==> src/rtl/mem_cmd_initiator_if.sv <==
// Request/response port plus TX/RX FIFO pair seen by the memory command initiator.
// master = the initiator itself, slave = host logic and FIFOs around it.
interface mem_cmd_initiator_if #(
  parameter int FIFO_WIDTH = 8
);
  logic                  req_valid;
  logic                  req_ready;
  logic                  req_write;
  logic [7:0]            req_addr;
  logic [7:0]            req_wdata;
  logic                  resp_valid;
  logic [7:0]            resp_data;
  logic                  resp_timeout;
  logic                  tx_fifo_full;
  logic                  tx_fifo_wr_en;
  logic [FIFO_WIDTH-1:0] dout;
  logic                  rx_fifo_empty;
  logic                  rx_fifo_rd_en;
  logic [FIFO_WIDTH-1:0] din;

  modport master (
    input  req_valid, req_write, req_addr, req_wdata,
    input  tx_fifo_full, rx_fifo_empty, din,
    output req_ready, resp_valid, resp_data, resp_timeout,
    output tx_fifo_wr_en, dout, rx_fifo_rd_en
  );

  modport slave (
    output req_valid, req_write, req_addr, req_wdata,
    output tx_fifo_full, rx_fifo_empty, din,
    input  req_ready, resp_valid, resp_data, resp_timeout,
    input  tx_fifo_wr_en, dout, rx_fifo_rd_en
  );
endinterface

==> src/rtl/mem_cmd_initiator.sv <==
// Serializes one read/write request into command bytes for the TX FIFO and, for
// reads, collects the single echoed byte from the RX FIFO under a timeout guard.
module mem_cmd_initiator #(
  parameter int FIFO_WIDTH     = 8,
  parameter int TIMEOUT_CYCLES = 1024
) (
  input  logic                clk,
  input  logic                rst,
  mem_cmd_initiator_if.master bus,
  output logic [5:0]          state_leds
);
  localparam int         CW     = $clog2(TIMEOUT_CYCLES);
  localparam logic [7:0] CMD_RD = 8'd48;
  localparam logic [7:0] CMD_WR = 8'd49;

  // One-hot encoding doubles as the LED vector.
  typedef enum logic [5:0] {
    IDLE      = 6'b000001,
    SEND_CMD  = 6'b000010,
    SEND_ADDR = 6'b000100,
    SEND_DATA = 6'b001000,
    WAIT_RESP = 6'b010000,
    CAPTURE   = 6'b100000
  } state_e;

  state_e                state_q, state_d;
  logic                  wr_q, wr_d;
  logic [7:0]            addr_q, addr_d;
  logic [7:0]            wdata_q, wdata_d;
  logic [FIFO_WIDTH-1:0] dout_q, dout_d;
  logic [CW-1:0]         cnt_q, cnt_d;
  logic                  armed_q, armed_d;
  logic                  resp_valid_q, resp_valid_d;
  logic                  resp_timeout_q, resp_timeout_d;
  logic [7:0]            resp_data_q, resp_data_d;
  logic [7:0]            tx_byte;
  logic                  send;
  logic                  push;

  always_comb begin
    state_d           = state_q;
    wr_d              = wr_q;
    addr_d            = addr_q;
    wdata_d           = wdata_q;
    dout_d            = dout_q;
    cnt_d             = '0;
    armed_d           = 1'b0;
    resp_valid_d      = 1'b0;
    resp_timeout_d    = 1'b0;
    resp_data_d       = resp_data_q;
    tx_byte           = 8'd0;
    bus.req_ready     = 1'b0;
    bus.rx_fifo_rd_en = 1'b0;

    unique case (state_q)
      SEND_CMD:  tx_byte = wr_q ? CMD_WR : CMD_RD;
      SEND_ADDR: tx_byte = addr_q;
      SEND_DATA: tx_byte = wdata_q;
      default:   tx_byte = 8'd0;
    endcase

    // Reset masks the byte enables so an interrupted packet never leaks a byte.
    send              = (state_q inside {SEND_CMD, SEND_ADDR, SEND_DATA}) && !rst;
    push              = send && !bus.tx_fifo_full;
    bus.tx_fifo_wr_en = push;
    bus.dout          = send ? FIFO_WIDTH'(tx_byte) : dout_q;
    if (push) dout_d = FIFO_WIDTH'(tx_byte);

    unique case (state_q)
      IDLE: begin
        bus.req_ready = !rst;
        if (bus.req_valid) begin
          wr_d    = bus.req_write;
          addr_d  = bus.req_addr;
          wdata_d = bus.req_wdata;
          state_d = SEND_CMD;
        end
      end
      SEND_CMD:  if (push) state_d = SEND_ADDR;
      SEND_ADDR: if (push) state_d = wr_q ? SEND_DATA : WAIT_RESP;
      SEND_DATA: begin
        if (push) begin
          state_d      = IDLE;
          resp_valid_d = 1'b1;
          resp_data_d  = 8'd0;
        end
      end
      WAIT_RESP: begin
        // Entry cycle clears the counter; it counts from the following cycle.
        armed_d = 1'b1;
        if (!bus.rx_fifo_empty) begin
          bus.rx_fifo_rd_en = !rst;
          state_d           = CAPTURE;
        end else if (armed_q && cnt_q == CW'(TIMEOUT_CYCLES - 1)) begin
          state_d        = IDLE;
          resp_valid_d   = 1'b1;
          resp_timeout_d = 1'b1;
          resp_data_d    = 8'd0;
        end else begin
          cnt_d = armed_q ? cnt_q + 1'b1 : '0;
        end
      end
      CAPTURE: begin
        resp_data_d  = bus.din[7:0];
        resp_valid_d = 1'b1;
        state_d      = IDLE;
      end
      default: state_d = IDLE;
    endcase
  end

  always_ff @(posedge clk) begin
    if (rst) begin
      state_q        <= IDLE;
      wr_q           <= 1'b0;
      addr_q         <= 8'd0;
      wdata_q        <= 8'd0;
      dout_q         <= '0;
      cnt_q          <= '0;
      armed_q        <= 1'b0;
      resp_valid_q   <= 1'b0;
      resp_timeout_q <= 1'b0;
      resp_data_q    <= 8'd0;
    end else begin
      state_q        <= state_d;
      wr_q           <= wr_d;
      addr_q         <= addr_d;
      wdata_q        <= wdata_d;
      dout_q         <= dout_d;
      cnt_q          <= cnt_d;
      armed_q        <= armed_d;
      resp_valid_q   <= resp_valid_d;
      resp_timeout_q <= resp_timeout_d;
      resp_data_q    <= resp_data_d;
    end
  end

  assign bus.resp_valid   = resp_valid_q;
  assign bus.resp_timeout = resp_timeout_q;
  assign bus.resp_data    = resp_data_q;
  assign state_leds       = state_q;
endmodule

==> src/flat_wrapper.sv <==
// flat-port wrapper written by rule: the top's interface ports become plain ports
module mem_cmd_initiator_flat 
#(
  parameter int FIFO_WIDTH     = 8,
  parameter int TIMEOUT_CYCLES = 1024
)
  (clk, rst, state_leds, bus_req_valid, bus_req_write, bus_req_addr, bus_req_wdata, bus_tx_fifo_full, bus_rx_fifo_empty, bus_din, bus_req_ready, bus_resp_valid, bus_resp_data, bus_resp_timeout, bus_tx_fifo_wr_en, bus_dout, bus_rx_fifo_rd_en);
  mem_cmd_initiator_if #(.FIFO_WIDTH(FIFO_WIDTH)) bus_i ();
  input  logic clk;
  input  logic rst;
  output logic [5:0] state_leds;
  input wire logic [$bits(bus_i.req_valid)-1:0] bus_req_valid;
  input wire logic [$bits(bus_i.req_write)-1:0] bus_req_write;
  input wire logic [$bits(bus_i.req_addr)-1:0] bus_req_addr;
  input wire logic [$bits(bus_i.req_wdata)-1:0] bus_req_wdata;
  input wire logic [$bits(bus_i.tx_fifo_full)-1:0] bus_tx_fifo_full;
  input wire logic [$bits(bus_i.rx_fifo_empty)-1:0] bus_rx_fifo_empty;
  input wire logic [$bits(bus_i.din)-1:0] bus_din;
  output wire logic [$bits(bus_i.req_ready)-1:0] bus_req_ready;
  output wire logic [$bits(bus_i.resp_valid)-1:0] bus_resp_valid;
  output wire logic [$bits(bus_i.resp_data)-1:0] bus_resp_data;
  output wire logic [$bits(bus_i.resp_timeout)-1:0] bus_resp_timeout;
  output wire logic [$bits(bus_i.tx_fifo_wr_en)-1:0] bus_tx_fifo_wr_en;
  output wire logic [$bits(bus_i.dout)-1:0] bus_dout;
  output wire logic [$bits(bus_i.rx_fifo_rd_en)-1:0] bus_rx_fifo_rd_en;
  assign bus_i.req_valid = bus_req_valid;
  assign bus_i.req_write = bus_req_write;
  assign bus_i.req_addr = bus_req_addr;
  assign bus_i.req_wdata = bus_req_wdata;
  assign bus_i.tx_fifo_full = bus_tx_fifo_full;
  assign bus_i.rx_fifo_empty = bus_rx_fifo_empty;
  assign bus_i.din = bus_din;
  assign bus_req_ready = bus_i.req_ready;
  assign bus_resp_valid = bus_i.resp_valid;
  assign bus_resp_data = bus_i.resp_data;
  assign bus_resp_timeout = bus_i.resp_timeout;
  assign bus_tx_fifo_wr_en = bus_i.tx_fifo_wr_en;
  assign bus_dout = bus_i.dout;
  assign bus_rx_fifo_rd_en = bus_i.rx_fifo_rd_en;
  mem_cmd_initiator #(.FIFO_WIDTH(FIFO_WIDTH), .TIMEOUT_CYCLES(TIMEOUT_CYCLES)) u_core (.clk(clk), .rst(rst), .bus(bus_i), .state_leds(state_leds));
endmodule
==> config.mk <==
export PLATFORM = sky130hd
export DESIGN_NAME = mem_cmd_initiator_flat
export DESIGN_NICKNAME = d
export VERILOG_FILES = /design/src/rtl/mem_cmd_initiator_if.sv /design/src/rtl/mem_cmd_initiator.sv /design/src/flat_wrapper.sv
export SDC_FILE = /design/constraint.sdc
export NUM_CORES = 1
export LEC_CHECK = 0
export ABC_AREA = 0
export CORE_ASPECT_RATIO = 2
export CORE_MARGIN = 2
export CORE_UTILIZATION = 55
export CTS_CLUSTER_SIZE = 40
export DETAILED_ROUTE_END_ITERATION = 8
export DONT_BUFFER_PORTS = 1
export PLACE_DENSITY = 0.7
export SYNTH_ARGS = -nofsm -noshare
export SYNTH_HDL_FRONTEND = slang
export SYNTH_SLANG_ARGS = --single-unit
==> constraint.sdc <==
create_clock -name clk -period 2.7 [get_ports clk]
set_input_delay 0.405 -clock clk [delete_from_list [all_inputs] [get_ports clk]]
set_output_delay 0.405 -clock clk [all_outputs]
set_load 0.01 [all_outputs]
## Word level (Yosys, flattened, before mapping)

Index checks and enable logic that the tools add are counted.
Widths: inputs -> output; s select.

- Bitwise logic cells: 3
- Add/subtract/negate cells: 1
- Multiplexer cells: 23
- Equal/unequal tests: 14
- Reduce and logical (&&, ||, !) cells: 12

Operator list:

| kind | number |
|---|---|
| $pmux 8 s3 | 2 |
| $mux 6 | 6 |
| $mux 8 | 4 |
| $pmux 6 s5 | 1 |
| $add 10x1->10 const B | 1 |
| $eq 10x10->1 const B | 1 |
| $ne 2x2->1 const B | 5 |
| $mux 1 | 8 |
| $eq 6x1->1 const B | 1 |
| $eq 6x2->1 const B | 1 |
| $eq 6x3->1 const B | 1 |
| $eq 6x4->1 const B | 1 |
| $eq 6x5->1 const B | 1 |
| $eq 6x6->1 const B | 1 |
| $reduce_bool 3->1 | 2 |
| $mux 5 | 1 |
| $reduce_and 5->1 | 1 |
| $reduce_or 5->1 | 1 |
| $reduce_and 4->1 | 1 |
| $logic_and 1x1->1 | 3 |
| $ne 3x2->1 const B | 1 |
| $not 1->1 | 3 |
| $pmux 1 s3 | 1 |
| $logic_not 1->1 | 2 |
| 3 further kinds | 3 |

- Register bits: 52

## Longest topological paths before layout

Gate-level depths: netlist (run 1).

- Word-level depth: 6
- Mapped depth: 7

## Least setup slack after synthesis (run 1)

Ideal clock, no wire load.

- Path type: reg-to-output
- Start point: register u_core.state_q[1] (netlist: u_core.state_leds[1])
- End point: output port bus_dout[5]
- Buffers on the path: 2
- Arrival time: 1.579 ns
- Path slack: 0.716 ns
- Cell stages (with the launch flop): 7
- Cells stage by stage: dfxtp_1 > xor2_1 > o211ai_2 > or2_1 > buf_2 > buf_2 > o21ai_1

- Cells in the longest elaborated chain, start to end: 4
- Elaborated cells between the ends (all ways): 7
- Classes of those cells: 3 x eq/ne; 2 x mux; 2 x reduce/logical

Ends and longest elaborated chain:

| element | line | source |
|---|---|---|
| start: declaration | mem_cmd_initiator.sv:26 | `state_e state_q, state_d;` |
| start signal: assignment | mem_cmd_initiator.sv:125 | `state_q <= state_d;` |
| $eq 6x2->1 (tied with other cells) | mem_cmd_initiator.sv:55, mem_cmd_initiator.sv:63 |  |
| $reduce_bool 3->1 | mem_cmd_initiator.sv:63 | `send = (state_q inside {SEND_CMD, SEND_ADDR, SEND_DATA}) && !rst;` |
| $logic_and 1x1->1 | mem_cmd_initiator.sv:63 |  |
| $mux 8 * | mem_cmd_initiator.sv:66 | `bus.dout = send ? FIFO_WIDTH'(tx_byte) : dout_q;` |
| end: declaration | flat_wrapper.sv:24 | `output wire logic [$bits(bus_i.dout)-1:0] bus_dout;` |

Every way passes the cells marked *; elsewhere a longest branch is shown, timed or not.

## Final worst setup path (run 1)

- Start point: register u_core.state_q[1] (netlist: u_core.state_leds[1])
- End point: output port bus_dout[1]

Same word-level chain as after synthesis.

==> flow_metrics.py, run 1 <==
metrics = {
    "worst_setup_path": {
        "required_ns": 2.30,
        "worstPathCellList": "xor2_1, o211ai_2, or2_1, nand2_1, o21ai_1",
        "crit_start": "u_core.state_leds[1]",
        "cp_top_family": "flip-flops",
        "rr_startpoint": "u_core.state_leds[1]",
        "end_kind": "primary output",
        "path_class": "flip-flop to primary output",
        "critical_path_arrival_ns": 2.07,
        "worst_setup_path_start_kind": "flip-flop",
        "critPathMaxStageDelay_ns": 0.57,
        "cp_max_fo": 16,
        "path_buf_inv": 0,
        "cpMaxStageDelayCell": "dfxtp_1",
    },
    "global_route": {
        "grt_max_degree": 41,
        "grt_overflow": 0,
        "track_usage_pct": 20.94,
        "antenna_found_initial": 0,
        "grt_first_pass_wirelength_mm": 7.479,
        "grt_pass1_vias": 1686,
    },
    "synthesis": {
        "ys_ff_latch": 52,
        "synthDistinctLibCells": 49,
        "syn_nets": 261,
        "synth_common_cells": "dfxtp_1 (52), nor2_1 (47), mux2i_1 (17)",
        "avgSynthCellArea_um2": 9.727,
        "synth-edff-count": 0,
        "synth_ff_type": "dfxtp_1",
        "synthCells": 230,
        "yosysMostFrequentCell": "dfxtp_1",
        "synthDominantAreaCellType": "dfxtp_1",
        "yosysWarningCount": 0,
        "async_flop_share_pct": 0,
        "syn_area_um2": 2237,
        "yosysTopAreaCellShare_pct": 46.53,
        "yosysSeqAreaShare_pct": 46.53,
        "synth_area_leaders": "dfxtp_1 (47%), nor2_1 (7.9%), mux2i_1 (7.6%), a22o_1 (3.1%), a211oi_1 (2.3%)",
    },
    "clock_network": {
        "cts_setup_buffers": 0,
        "h-tree-depth": 2,
        "root_buffer": "clkbuf_8",
        "cts_buffer_depth": 2,
        "holdBufCountCts": 0,
        "cts_tree": "done",
        "tritoncts.num_buffers": 5,
        "cts_sinks": 52,
        "clock_latency_ns": 0.30,
        "clk_pin_slew_ns": 0.09,
    },
    "layout": {
        "fillerInstances": 360,
        "multiInputGateArea_um2": 1129,
        "seqCellArea_um2": 1041,
        "instances_no_fill": 279,
        "drive_above_1_share_pct": 12.72,
        "fin_nets": 258,
        "antenna_cells": 0,
        "area_delta_synth_final_pct": 5.817,
    },
    "sta": {
        "maxSlewHeadroom_pct": 65.79,
        "final_hold_viol_count": 0,
        "period_share_pct": 91.58,
        "final-max-slew-violation-count": 0,
        "period_needed_ns": 2.473,
        "setup_viol": 0,
        "rsz0062_at_grt": "no",
        "tightest_slew_ns": 0.5122,
        "max_freq_mhz": 404.4,
        "setup-tns-final_ns": 0,
        "fin_worst_skew_ns": 0.006614,
    },
    "placed_design": {
        "dpl.cell_count": 271,
        "port_buffers": 0,
        "gp_congestion": 0.8758,
        "hpwl_mm": 3.379,
    },
    "pwr": {
        "vdd_ir_drop_max_uv": 557.9,
        "power_leakage_nw": 0.8716,
        "powerDensity_nw_per_um2": 772.3,
    },
    "detailed_routing": {
        "antenna_left": 0,
        "vias_per_cell": 5.889,
        "drc_errors": 0,
        "drt_pre_antenna_iters": 4,
        "vias": 1643,
        "drtIter0Drc": 58,
        "drt-total-wl_mm": 4.505,
        "routedWlPerCell_um": 16.15,
    },
    "min_path": {
        "hold_class": "input port to flip-flop",
        "min_from": "rst",
    },
    "floorplanning": {
        "fp-row-count": 32,
        "start_util_pct": 57.60,
        "fp.dieH_um": 94.20,
        "fp.dieArea_um2": 4625,
        "dieWidth_um": 49.10,
        "coreArea_um2": 3884,
        "io_pins": 57,
    },
    "run_status": {
        "status": "complete, no violations",
    },
    "run": {
        "maxCapViolCount": 0,
    },
}
==> state kept, by name, indices dropped and copies added, names as in the netlist <==
name,flops
u_core.armed_q,1
u_core.bus.resp_timeout,1
u_core.state_leds,6
u_core.cnt_q,10
u_core.addr_q,8
u_core.dout_q,8
u_core.wr_q,1
u_core.bus.resp_valid,1
u_core.wdata_q,8
u_core.bus.resp_data,8
==> power breakdown <==
| group | switching (mW) | internal, mW |
|---|---|---|
| Combinational | 0.215 | 0.175 |
| Clock | 0.247 | 0.274 |
| Sequential | 0.0786 | 0.839 |
==> repair_timing <==
item	CTS	global route
hold endpoints to repair	0	0
resized for setup	0	1
setup endpoints to repair	0	1
==> placed cells by master (no fill, tap or decap), types with 5 or more instances in the layout <==
master	n
a22o_1	8
mux2i_1	17
dfxtp_1	52
nand2_1	13
clkbuf_8	5
nor2_1	47
a211oi_1	7
a22oi_1	5
xor2_1	5
o21ai_1	9
==> path summary, 6_finish.rpt <==
check,end,slack (ns),cells after the start
setup / recovery,bus_dout[1],0.23,5
hold / removal,u_core.dout_q[4],0.16,1
setup reg to reg,u_core.state_leds[3],0.84,5
hold reg to reg,u_core.cnt_q[0],0.48,1
==> worst reg2reg max path, cell delays in order (launching register included) <==
cell and delay (ns):
dfxtp_1 0.57, xor2_1 0.24, o211ai_2 0.18, nor2_4 0.43, nor2_1 0.12, nor4b_2 0.25
==> final cells by class <==
type                    count  area share [%]
multi-input cells         164           47.67
flip-flops and latches     52           43.97
inverters                   2          0.3171
well taps                  51           2.696
repair buffers              2          0.6342
clock inverters             3           1.797
clock buffers               5           2.907
==> per-layer routing <==
layer | vias up | wire length, um | global-route usage [%]
met4 | 0 | 95 | 10.48
li1 | 814 | - | -
met5 | - | 0 | 0
met3 | 9 | 271 | 6.369
met1 | 770 | 1728 | 21.52
met2 | 50 | 2409 | 37.39
==> cells by family after synthesis <==
family / count (synthesis) / share of synthesized area [%]
AOI/OAI and AO/OA: 45 / 15.83
xor gates and xnor gates: 9 / 3.523
adders and majority gates: 1 / 0.5592
buffers and inverters: 14 / 3.076
DFF: 52 / 46.53
muxes: 18 / 8.109
and+or+nand+nor: 91 / 22.37
==> stage by stage <==
stage / worst slack (ns) / hold WS [ns] / area, um2 / total power [mW] / util, %
2_1_floorplan: 0.7161 / 0.4299 / 2237 / 1.265 / -
4_1_cts: 0.1796 / 0.1476 / 2366 / 1.848 / 60.92
6_report: 0.2273 / 0.1570 / 2367 / 1.828 / 60.95
5_1_grt: 0.05226 / 0.1428 / 2367 / 1.930 / 60.95
3_3_place_gp: 0.6038 / 0.4454 / 2255 / 1.307 / 58.05
3_5_place_dp: 0.5196 / 0.4576 / 2255 / 1.328 / 58.05
Power figures use the tool's default switching activity.
==> run 2: changes to the inputs <==
- CTS_CLUSTER_DIAMETER: default -> 80
==> results of run 2 <==
The final DEF is identical to that of run 1; final timing and power are the same.
